`src/rtl/ysyx_24110006_idu.sv`:
```
// ysyx_24110006_idu -- RV32I instruction decode stage.
//
// Sits directly after the fetch unit. It takes the fetched instruction word and its PC,
// decodes the RV32I fields, immediate and op class, and holds the result in a one-entry
// pipeline register toward execute. Both sides use a valid/ready handshake. A redirect
// flush discards the held bundle and any incoming one. A free-running counter tracks how
// many bundles execute has accepted.
//
// Build option:
//   YSYX_IDU_RV32E_EN  when defined, any used rs1/rs2/rd index above x15 is illegal
//                      (RV32E). When undefined, all 32 registers are legal. The port
//                      list is the same in both builds.
//
// Ports:
//   i_clock, i_reset_n          clock (rising edge), async active-low reset
//   i_valid/o_ready             fetch handshake; i_inst/i_pc are the payload
//   i_flush                     redirect: drop the held bundle and the incoming instruction
//   o_valid/i_ready             execute handshake for the registered bundle below
//   o_pc, o_inst                registered PC and raw instruction
//   o_opclass                   0 LUI .. 10 MISC_MEM, 15 illegal
//   o_rs1/o_rs2/o_rd (+_en/wen) register indices (0 when unused) and their use flags
//   o_funct3, o_funct7b5        funct3 and inst[30] (OP / shift-immediate only)
//   o_imm                       sign-extended immediate, 0 for R-type
//   o_is_ecall/ebreak/mret      SYSTEM sub-decode
//   o_illegal                   illegal encoding (the bundle is still delivered)
//   o_dec_count                 bundles accepted by execute, wraps
//
// state   | meaning
// --------+------------------------------------------------
// S_EMPTY | no bundle held, o_valid=0
// S_FULL  | bundle held toward execute, o_valid=1

module ysyx_24110006_idu #(
  parameter int XLEN       = 32,
  parameter int PERF_CNT_W = 32
) (
  input  logic                  i_clock,
  input  logic                  i_reset_n,
  input  logic                  i_valid,
  output logic                  o_ready,
  input  logic [31:0]           i_inst,
  input  logic [XLEN-1:0]       i_pc,
  input  logic                  i_flush,
  output logic                  o_valid,
  input  logic                  i_ready,
  output logic [XLEN-1:0]       o_pc,
  output logic [31:0]           o_inst,
  output logic [3:0]            o_opclass,
  output logic [4:0]            o_rs1,
  output logic [4:0]            o_rs2,
  output logic [4:0]            o_rd,
  output logic                  o_rs1_en,
  output logic                  o_rs2_en,
  output logic                  o_rd_wen,
  output logic [2:0]            o_funct3,
  output logic                  o_funct7b5,
  output logic [XLEN-1:0]       o_imm,
  output logic                  o_is_ecall,
  output logic                  o_is_ebreak,
  output logic                  o_is_mret,
  output logic                  o_illegal,
  output logic [PERF_CNT_W-1:0] o_dec_count
);

  typedef enum logic {S_EMPTY = 1'b0, S_FULL = 1'b1} state_t;

  localparam logic [6:0] OP_LUI      = 7'b0110111;
  localparam logic [6:0] OP_AUIPC    = 7'b0010111;
  localparam logic [6:0] OP_JAL      = 7'b1101111;
  localparam logic [6:0] OP_JALR     = 7'b1100111;
  localparam logic [6:0] OP_BRANCH   = 7'b1100011;
  localparam logic [6:0] OP_LOAD     = 7'b0000011;
  localparam logic [6:0] OP_STORE    = 7'b0100011;
  localparam logic [6:0] OP_OPIMM    = 7'b0010011;
  localparam logic [6:0] OP_OP       = 7'b0110011;
  localparam logic [6:0] OP_SYSTEM   = 7'b1110011;
  localparam logic [6:0] OP_MISC_MEM = 7'b0001111;

  localparam logic [3:0] C_LUI      = 4'd0;
  localparam logic [3:0] C_AUIPC    = 4'd1;
  localparam logic [3:0] C_JAL      = 4'd2;
  localparam logic [3:0] C_JALR     = 4'd3;
  localparam logic [3:0] C_BRANCH   = 4'd4;
  localparam logic [3:0] C_LOAD     = 4'd5;
  localparam logic [3:0] C_STORE    = 4'd6;
  localparam logic [3:0] C_OPIMM    = 4'd7;
  localparam logic [3:0] C_OP       = 4'd8;
  localparam logic [3:0] C_SYSTEM   = 4'd9;
  localparam logic [3:0] C_MISC_MEM = 4'd10;
  localparam logic [3:0] C_ILLEGAL  = 4'd15;

  localparam logic [31:0] INST_ECALL  = 32'h0000_0073;
  localparam logic [31:0] INST_EBREAK = 32'h0010_0073;
  localparam logic [31:0] INST_MRET   = 32'h3020_0073;

  state_t state, state_nxt;
  logic   load, xfer;

  // ---------------------------------------------------------------------------
  // Handshake FSM
  // ---------------------------------------------------------------------------
  always_ff @(posedge i_clock or negedge i_reset_n) begin
    if (!i_reset_n) state <= S_EMPTY;
    else            state <= state_nxt;
  end

  always_comb begin
    o_valid   = (state == S_FULL);
    o_ready   = !o_valid || i_ready;
    load      = i_valid && o_ready && !i_flush;
    xfer      = o_valid && i_ready && !i_flush;
    state_nxt = state;
    if (i_flush)                        state_nxt = S_EMPTY;
    else if (load)                      state_nxt = S_FULL;
    else if (state == S_FULL && i_ready) state_nxt = S_EMPTY;
  end

  // ---------------------------------------------------------------------------
  // Combinational decode of i_inst
  // ---------------------------------------------------------------------------
  logic [6:0]  opcode, funct7;
  logic [2:0]  funct3;
  logic [4:0]  rd_f, rs1_f, rs2_f;
  logic [31:0] imm_i, imm_s, imm_b, imm_u, imm_j;

  assign opcode = i_inst[6:0];
  assign funct3 = i_inst[14:12];
  assign funct7 = i_inst[31:25];
  assign rd_f   = i_inst[11:7];
  assign rs1_f  = i_inst[19:15];
  assign rs2_f  = i_inst[24:20];

  assign imm_i = {{20{i_inst[31]}}, i_inst[31:20]};
  assign imm_s = {{20{i_inst[31]}}, i_inst[31:25], i_inst[11:7]};
  assign imm_b = {{19{i_inst[31]}}, i_inst[31], i_inst[7], i_inst[30:25], i_inst[11:8], 1'b0};
  assign imm_u = {i_inst[31:12], 12'b0};
  assign imm_j = {{11{i_inst[31]}}, i_inst[31], i_inst[19:12], i_inst[20], i_inst[30:21], 1'b0};

  logic [3:0]  d_opclass;
  logic        use_rd, use_rs1, use_rs2;
  logic [31:0] d_imm;
  logic [2:0]  d_funct3;
  logic        d_funct7b5, d_ecall, d_ebreak, d_mret, d_illegal;

  always_comb begin
    d_opclass  = C_ILLEGAL;
    use_rd     = 1'b0;
    use_rs1    = 1'b0;
    use_rs2    = 1'b0;
    d_imm      = 32'd0;
    d_funct3   = funct3;
    d_funct7b5 = 1'b0;
    d_ecall    = 1'b0;
    d_ebreak   = 1'b0;
    d_mret     = 1'b0;
    d_illegal  = 1'b0;

    // Every legal opcode ends in 2'b11, so compressed/invalid low bits land in default.
    case (opcode)
      OP_LUI: begin
        d_opclass = C_LUI;    use_rd = 1'b1; d_imm = imm_u; d_funct3 = 3'd0;
      end
      OP_AUIPC: begin
        d_opclass = C_AUIPC;  use_rd = 1'b1; d_imm = imm_u; d_funct3 = 3'd0;
      end
      OP_JAL: begin
        d_opclass = C_JAL;    use_rd = 1'b1; d_imm = imm_j; d_funct3 = 3'd0;
      end
      OP_JALR: begin
        d_opclass = C_JALR;   use_rd = 1'b1; use_rs1 = 1'b1; d_imm = imm_i;
        d_illegal = (funct3 != 3'd0);
      end
      OP_BRANCH: begin
        d_opclass = C_BRANCH; use_rs1 = 1'b1; use_rs2 = 1'b1; d_imm = imm_b;
        d_illegal = (funct3 == 3'd2) || (funct3 == 3'd3);
      end
      OP_LOAD: begin
        d_opclass = C_LOAD;   use_rd = 1'b1; use_rs1 = 1'b1; d_imm = imm_i;
        d_illegal = (funct3 == 3'd3) || (funct3 == 3'd6) || (funct3 == 3'd7);
      end
      OP_STORE: begin
        d_opclass = C_STORE;  use_rs1 = 1'b1; use_rs2 = 1'b1; d_imm = imm_s;
        d_illegal = (funct3 > 3'd2);
      end
      OP_OPIMM: begin
        d_opclass = C_OPIMM;  use_rd = 1'b1; use_rs1 = 1'b1; d_imm = imm_i;
        // Shift-immediates carry funct7 in the immediate field; only SRAI may set bit 30.
        if (funct3 == 3'd1) begin
          d_funct7b5 = i_inst[30];
          d_illegal  = (funct7 != 7'h00);
        end else if (funct3 == 3'd5) begin
          d_funct7b5 = i_inst[30];
          d_illegal  = (funct7 != 7'h00) && (funct7 != 7'h20);
        end
      end
      OP_OP: begin
        d_opclass  = C_OP;    use_rd = 1'b1; use_rs1 = 1'b1; use_rs2 = 1'b1;
        d_funct7b5 = i_inst[30];
        // funct7=0x20 exists only for SUB and SRA.
        d_illegal  = !((funct7 == 7'h00) ||
                       ((funct7 == 7'h20) && ((funct3 == 3'd0) || (funct3 == 3'd5))));
      end
      OP_SYSTEM: begin
        d_opclass = C_SYSTEM; d_imm = imm_i;
        case (funct3)
          3'd0: begin
            if (i_inst == INST_ECALL)       d_ecall   = 1'b1;
            else if (i_inst == INST_EBREAK) d_ebreak  = 1'b1;
            else if (i_inst == INST_MRET)   d_mret    = 1'b1;
            else                            d_illegal = 1'b1;
          end
          3'd4:                   d_illegal = 1'b1;
          3'd1, 3'd2, 3'd3: begin use_rd = 1'b1; use_rs1 = 1'b1; end
          default:                use_rd = 1'b1; // CSR*I: rs1 field is a zimm, not a register
        endcase
      end
      OP_MISC_MEM: begin
        d_opclass = C_MISC_MEM; d_imm = imm_i;
      end
      default: d_illegal = 1'b1;
    endcase

`ifdef YSYX_IDU_RV32E_EN
    if ((use_rd && rd_f[4]) || (use_rs1 && rs1_f[4]) || (use_rs2 && rs2_f[4]))
      d_illegal = 1'b1;
`endif

    if (d_illegal) begin
      d_opclass  = C_ILLEGAL;
      use_rd     = 1'b0;
      use_rs1    = 1'b0;
      use_rs2    = 1'b0;
      d_imm      = 32'd0;
      d_funct7b5 = 1'b0;
      d_ecall    = 1'b0;
      d_ebreak   = 1'b0;
      d_mret     = 1'b0;
    end
  end

  // ---------------------------------------------------------------------------
  // Bundle register toward execute
  // ---------------------------------------------------------------------------
  always_ff @(posedge i_clock or negedge i_reset_n) begin
    if (!i_reset_n) begin
      o_pc        <= '0;
      o_inst      <= '0;
      o_opclass   <= '0;
      o_rs1       <= '0;
      o_rs2       <= '0;
      o_rd        <= '0;
      o_rs1_en    <= 1'b0;
      o_rs2_en    <= 1'b0;
      o_rd_wen    <= 1'b0;
      o_funct3    <= '0;
      o_funct7b5  <= 1'b0;
      o_imm       <= '0;
      o_is_ecall  <= 1'b0;
      o_is_ebreak <= 1'b0;
      o_is_mret   <= 1'b0;
      o_illegal   <= 1'b0;
    end else if (load) begin
      o_pc        <= i_pc;
      o_inst      <= i_inst;
      o_opclass   <= d_opclass;
      o_rs1       <= use_rs1 ? rs1_f : 5'd0;
      o_rs2       <= use_rs2 ? rs2_f : 5'd0;
      o_rd        <= use_rd  ? rd_f  : 5'd0;
      o_rs1_en    <= use_rs1;
      o_rs2_en    <= use_rs2;
      o_rd_wen    <= use_rd && (rd_f != 5'd0);
      o_funct3    <= d_funct3;
      o_funct7b5  <= d_funct7b5;
      o_imm       <= d_imm;
      o_is_ecall  <= d_ecall;
      o_is_ebreak <= d_ebreak;
      o_is_mret   <= d_mret;
      o_illegal   <= d_illegal;
    end
  end

  always_ff @(posedge i_clock or negedge i_reset_n) begin
    if (!i_reset_n)  o_dec_count <= '0;
    else if (xfer)   o_dec_count <= o_dec_count + 1'b1;
  end

endmodule

```
`config.mk`:
```
export PLATFORM = sky130hd
export DESIGN_NAME = ysyx_24110006_idu
export DESIGN_NICKNAME = d
export VERILOG_FILES = /design/src/rtl/ysyx_24110006_idu.sv
export SDC_FILE = /design/constraint.sdc
export NUM_CORES = 1
export LEC_CHECK = 0
export BUFFER_PORTS_ARGS = -buffer_cell sky130_fd_sc_hd__clkbuf_2
export CORE_MARGIN = 5
export CORE_UTILIZATION = 55
export DETAILED_ROUTE_END_ITERATION = 16
export GPL_ROUTABILITY_DRIVEN = 0
export HOLD_SLACK_MARGIN = 0.05
export PLACE_DENSITY = 0.9
export SLEW_MARGIN = 0
export SYNTH_ARGS = -nofsm -noshare
export SYNTH_HDL_FRONTEND = slang
export SYNTH_SLANG_ARGS = --single-unit
export TNS_END_PERCENT = 30
```
`constraint.sdc`:
```
create_clock -name i_clock -period 2.6 [get_ports i_clock]
set_input_delay 0.65 -clock i_clock [delete_from_list [all_inputs] [get_ports i_clock]]
set_output_delay 0.65 -clock i_clock [all_outputs]
set_load 0.02 [all_outputs]
```
==> flow_summary_export.csv, run 1 <==
group,metric,value,unit
run_status,outcome,"finished, final reports clean",
routing,wl_met2,10.41,mm
synthesis,synth-seq-cells,159,
synthesis,netlist_instances,775,
synthesis,synth_top_area_share,0.5371,
floorplanning,row_count,42,
placement,io_buffers,228,
timing,layout_min_cycle_time,2.224,ns
cts,path_clk_slew,0.06,ns
pwr,p_leak,4.903,nW
cts,cts_made_buffers,17,
cts,htree_num_levels,4,
global_routing,grt_pass1_wl,35.24,mm
global_routing,antenna_found_initial,0,
synthesis,synthMuxAreaShare,0.001520,
routing,drt_iter0_markers,692,
setup_path,cp_slowest_stage_delay,0.57,ns
routing,met1_length,8.753,mm
setup_path,crit_required,2.93,ns
final_layout,n_antenna_cell,0,
placement,hpwl,16.78,mm
hold_path,hold_class,"in -> async",
routing,met3WireLength,2.281,mm
final_layout,nFillCells,951,
synthesis,synth_compound_area_frac,0.1407,
synthesis,syn_nets,845,
synthesis,synthArstFlopShare,1.000,
cts,clkSinkCount,159,
routing,drt-wirelength-per-cell,18.26,um
cts,cts_hold_buf,0,
timing,fin_ws,0.3759,ns
cts,cts_tree,"built",
global_routing,grt_pass1_vias,6738,
timing,finalCritPeriodShare,0.8554,
routing,routed_wl,22.33,mm
setup_path,endpoint_kind,"flop",
cts,clk_path_buf_depth,2,
timing,clock.fmax,0.4496,GHz
global_routing,grt_max_degree,68,
setup_path,crit_buf_inv,2,
synthesis,synth_top_family_by_area,"simple AND/OR/NAND/NOR gates",
routing,vias_per_cell,5.787,
synthesis,synth-edff-count,0,
setup_path,setup.worst_path.start_class,"primary input",
floorplanning,start_util,0.5594,
setup_path,crit_family,"compound AO/OA/AOI/OAI gates",
routing,ant_nets,0,
pwr,pwr-share-seq,0.453,
cts,cts_setup_buffers,0,
synthesis,synth_ff_type,"dfrtp_1",
synthesis,synth-simple-area-share,0.2439,
setup_path,cp_slowest_cell,"or4_4",
synthesis,netlist_top_cells_count,"nand2_1, dfrtp_1, o31ai_1",
floorplanning,die_w,126.1,um
timing,rsz0062_at_grt,"no",
pwr,p_clk_frac,0.372,
global_routing,grt_overflow,0,
pwr,power_density,640.2,nW/um2
pwr,peakVddDrop,0.0004222,V
cts,root_buffer,"clkbuf_16",
synthesis,synth_xor_area_frac,0.03901,
synthesis,synth_seq_area_share,0.5371,
floorplanning,die_h,126.1,um
setup_path,crit_chain,"clkbuf_2, or4_4, o32ai_2, a311o_2, nand4_1, buf_4, o31ai_2",
final_layout,drive_above_1_share,0.3410,
timing,fin_skew,0.008499,ns
timing,worst_slew_margin_rel,0.5574,
synthesis,synthAdderAreaFrac,0.003040,
routing,dr.pass1.iters,8,
timing,setup_tns,0,ns
final_layout,nets,1104,
placement,dp.cells,1191,
synthesis,synth.largest_area_cell,"dfrtp_1",
floorplanning,io_pins,229,
setup_path,worstSetupPathType,"in -> reg",
global_routing,grt_usage,0.2762,
synthesis,synth_area,7408,um2
timing,setup_viol,0,
floorplanning,core_area,13240,um2
routing,vias,7078,
setup_path,arrival,2.56,ns
setup_path,path_max_fanout,7,
synthesis,yosysWarnings,0,
final_layout,fin_cells,1223,
timing,tightest_slew,0.6640,ns
final_layout,areaGrowthSynthToFinish,29.62,%
synthesis,yosysMostFrequentCell,"nand2_1",
synthesis,synth_area_leaders,"dfrtp_1, nand2_1, o31ai_2",
synthesis,ys_types,67,
pwr,internal-power,4.285,mW
routing,drc_errors,0,
cts,cts_resized,0,
timing,final_max_slew_viol_count,0,
pwr,p_comb_frac,0.175,
floorplanning,dieArea,15890,um2
synthesis,synth_area_per_cell,9.559,um2
timing,report.final.hold_viol_count,0,
cts,worstSkewPairLatency,0.42,ns
job,cap_violations,0,
routing,top_layer,"met4",
pwr,p_sw,1.863,mW
placement,pre_cts_ws,-0.03997,ns
pwr,switching_share,0.3031,
[worst paths after layout]
kind	cells after the start	slack [ns]	start	to
max reg2reg	7	0.38	o_valid	o_imm[29]
max	7	0.38	i_inst[25]	o_imm[16]
min	1	0.17	i_reset_n	o_pc[1]
min in group i_clock	3	0.41	i_pc[11]	o_pc[11]
min reg2reg	2	0.47	o_inst[17]	o_inst[17]
max in group asynchronous	2	1.79	i_reset_n	o_imm[20]
[logic make-up (layout without fill, tap and decap cells)]
| group | after synthesis | count (layout) |
|---|---|---|
| compound gates | 134 | 134 |
| xor+xnor | 33 | 33 |
| fa+ha+maj | 2 | 2 |
| buf+inv | 57 | 329 |
| flops | 159 | 159 |
| mux | 1 | 1 |
| simple gates | 389 | 389 |
[per-layer routing]
metal,up-vias,track usage
met2,433,0.4335
met5,-,0
li1,3188,-
met4,0,0.1110
met3,80,0.07917
met1,3377,0.3639
[area by class of cell]
cell class	count	area, um2	share of cell area
Clock inverter	14	108.9	0.01134
Multi-Input combinational cell	559	3178	0.3309
Inverter	10	37.54	0.003909
Tap cell	176	220.2	0.02293
Clock buffer	18	439.2	0.04573
Timing Repair Buffer	287	1640	0.1708
Sequential cell	159	3979	0.4143
[power by group through the flow]
stage               combinational [mW]  sequential, mW  clock (mW)
floorplan                        0.343            3.06           0
global placement                  1.05            2.82           0
detailed placement                1.07            2.83           0
CTS                               1.08            2.79        2.31
global route                      1.16            2.81        2.42
finish                            1.07            2.79        2.29
[registers in the layout, summed over array words and instances, names as in the netlist, 3 cells and up]
name and count:
o_rs2 5, o_rd 5, o_rs1 5, o_dec_count 32, o_imm 32, o_inst 32, o_opclass 4, o_pc 32
o_funct3 3
[placed cells by master (no fill, tap or decap), types with 4 or more instances in the layout]
cell,Yosys,layout
and3_1,8,8
nand4b_1,5,5
xor2_1,13,13
a211oi_1,5,5
nand3_1,25,25
buf_12,0,4
nor3_1,9,9
clkinvlp_4,0,4
clkbuf_2,0,227
a32oi_1,4,4
a22oi_1,4,4
and4_1,5,5
o31ai_1,27,27
dfrtp_1,159,159
inv_1,9,9
nor2b_1,7,7
o31ai_2,19,19
buf_4,2,55
nand4_1,8,8
nor2_1,18,18
a21o_1,4,4
nand2_1,265,265
clkbuf_16,0,17
o21ai_0,12,12
a21oi_1,25,25
o21ai_1,7,7
nand2b_1,8,8
xnor2_1,20,20
[through the flow]
stage | util | instance area (um2) | power [mW] | hold slack (ns)
floorplan | - | 7408 | 3.401 | 0.3544
global placement | 0.6838 | 9055 | 3.870 | 0.4575
detailed placement | 0.6838 | 9055 | 3.903 | 0.4609
CTS | 0.7252 | 9603 | 6.173 | 0.1905
global route | 0.7252 | 9603 | 6.390 | 0.1983
finish | 0.7252 | 9603 | 6.148 | 0.1738
(Power assumes the default switching activity.)
==> run 2: changes to the inputs <==
- CTS_BUF_LIST: unset -> sky130_fd_sc_hd__clkbuf_2 sky130_fd_sc_hd__clkbuf_4 sky130_fd_sc_hd__clkbuf_8
- GPL_ROUTABILITY_DRIVEN: 0 -> unset
- PLACE_DENSITY: 0.9 -> 0.94
==> run 2 against run 1 <==
  * Design area decreased by 0.35%
  * Register-to-register slack improved by 0.05 ns
  * Highest routed layer unchanged
  * Core utilization decreased by 0.26 points
  * Via count increased by 0.68%
  * Maximum frequency increased by 2.4%
  * Setup slack improved by 0.052 ns
  * Wire length increased by 4.8%
  * Combinational power about the same
==> flow_summary_export.csv, run 2 (synthesis gave the netlist of run 1 again) <==
group,metric,value,unit
run_status,outcome,"finished, final reports clean",
setup_path,r2r_cells,7,
global_routing,grt_overflow,0,
timing,clock.fmax,0.4603,GHz
timing,setup_tns,0,ns
timing,report.final.hold_viol_count,0,
placement,routabilityCongestion,1.022,
floorplanning,core_area,13240,um2
cts,cts_made_buffers,17,
timing,worst_slew_margin_rel,0.5704,
cts,path_clk_slew,0.09,ns
routing,drc_errors,0,
setup_path,cp_slowest_cell,"a211oi_1",
routing,drt_iter0_markers,855,
placement,hpwl,17.68,mm
placement,dp.cells,1198,
setup_path,path_max_fanout,8,
setup_path,cp_slowest_stage_delay,0.49,ns
cts,root_buffer,"clkbuf_8",
cts,cts_hold_buf,0,
cts,worstSkewPairLatency,0.44,ns
job,cap_violations,0,
pwr,peakVddDrop,0.0002963,V
setup_path,crit_required,2.95,ns
timing,layout_min_cycle_time,2.172,ns
floorplanning,die_h,126.1,um
routing,dr.pass1.iters,6,
setup_path,crit_chain,"nor2b_1, inv_1, nand3b_1, a211oi_1, buf_4, a21oi_1, o31ai_1",
setup_path,worstSetupPathType,"reg -> reg",
final_layout,areaGrowthSynthToFinish,29.17,%
setup_path,r2r_end,"o_imm[27]",
hold_path,hold_class,"in -> async",
final_layout,final_cell_mix,"nand2_1, clkbuf_2, dfrtp_1",
cts,cts_tree,"built",
global_routing,antenna_found_initial,0,
cts,cts_setup_buffers,0,
floorplanning,row_count,42,
setup_path,crit_family,"compound AO/OA/AOI/OAI gates",
setup_path,endpoint_kind,"flop",
routing,ant_nets,0,
final_layout,layout_commonest_cell,"nand2_1",
final_layout,fin_cells,1230,
timing,fin_skew,0.008629,ns
timing,setup_viol,0,
setup_path,rrSetupSlack,0.43,ns
final_layout,drive_above_1_share,0.3454,
floorplanning,die_w,126.1,um
cts,cts_resized,0,
placement,io_buffers,228,
final_layout,nets,1111,
routing,vias_per_cell,5.793,
timing,tightest_slew,0.6444,ns
timing,finalCritPeriodShare,0.8355,
pwr,p_leak,4.892,nW
floorplanning,io_pins,229,
floorplanning,start_util,0.5594,
pwr,power_density,610.0,nW/um2
cts,clkSinkCount,159,
global_routing,grt_max_degree,65,
setup_path,crit_buf_inv,2,
pwr,totalPowerFinal,5.837,mW
final_layout,n_antenna_cell,0,
floorplanning,dieArea,15890,um2
global_routing,grt_pass1_vias,7041,
routing,drt-wirelength-per-cell,19.02,um
setup_path,arrival,2.52,ns
timing,final_max_slew_viol_count,0,
routing,vias,7126,
setup_path,r2r_start,"o_valid",
cts,htree_num_levels,4,
setup_path,setup.worst_path.start_class,"flop",
final_layout,final_core_util,0.7226,
timing,rsz0062_at_grt,"no",
routing,routed_wl,23.40,mm
global_routing,grt_pass1_wl,37.12,mm
global_routing,grt_usage,0.2923,
cts,clk_path_buf_depth,2,
## run 2: cell count changes in the layout (fill, tap and decap cells not counted), sizes merged
cell / change
buf: +7
inv: -2
bufinv: +3
clkbuf: +3
clkinvlp: +1
clkinv: -5
## run 2: how the worst max path moves through the flow
stage | slack, ns | start | cells past startpoint | end
after floorplan | 0.27 | i_inst[21] | 6 | o_opclass[0]
after global placement | 0.09 | i_inst[25] | 8 | o_imm[12]
after detailed placement | 0.05 | i_inst[25] | 7 | o_imm[12]
after CTS | 0.48 | o_valid | 3 | o_ready
after global routing | 0.39 | o_valid | 5 | o_rs1[0]
final | 0.43 | o_valid | 7 | o_imm[27]
## run 2: worst register-to-register path, delay by kind of cell, from the launching register on
family,cells,cell delay (ns)
compound gates,3,0.77
simple gates,2,0.55
flops,1,0.42
buf+inv,2,0.34
## run 2: metal layers
layer  track usage  vias to the layer above  wire (um)
li1              -                     3204          -
met1        0.3806                     3384       9052
met2        0.4764                      463      11420
met3       0.07451                       75       2186
met4        0.1066                        0        741
met5             0                        -          0
## run 2: area by class of cell
type                    instances  area (um2)
flip-flops and latches        159        3979
inverters                      10       37.54
fillers                       952        3674
clock inverters                11       153.9
clock buffers                  21       282.8
well taps                     176       220.2
multi-input cells             559        3178
repair buffers                294        1718
## run 2: report_power, final
group          total [mW]  switching (mW)  internal, mW  leakage (nW)
Sequential           2.79           0.128          2.66          2.07
Combinational        1.09           0.722         0.366          2.61
Clock                1.96           0.915          1.04         0.205
## run 2: stage by stage
| stage | hold slack (ns) | worst slack (ns) | area, um2 |
|---|---|---|---|
| floorplan | 0.3544 | 0.2652 | 7408 |
| global placement | 0.4575 | 0.08583 | 9133 |
| detailed placement | 0.4629 | 0.04617 | 9133 |
| CTS | 0.2169 | 0.4765 | 9569 |
| global route | 0.2341 | 0.3904 | 9569 |
| finish | 0.2143 | 0.4276 | 9569 |
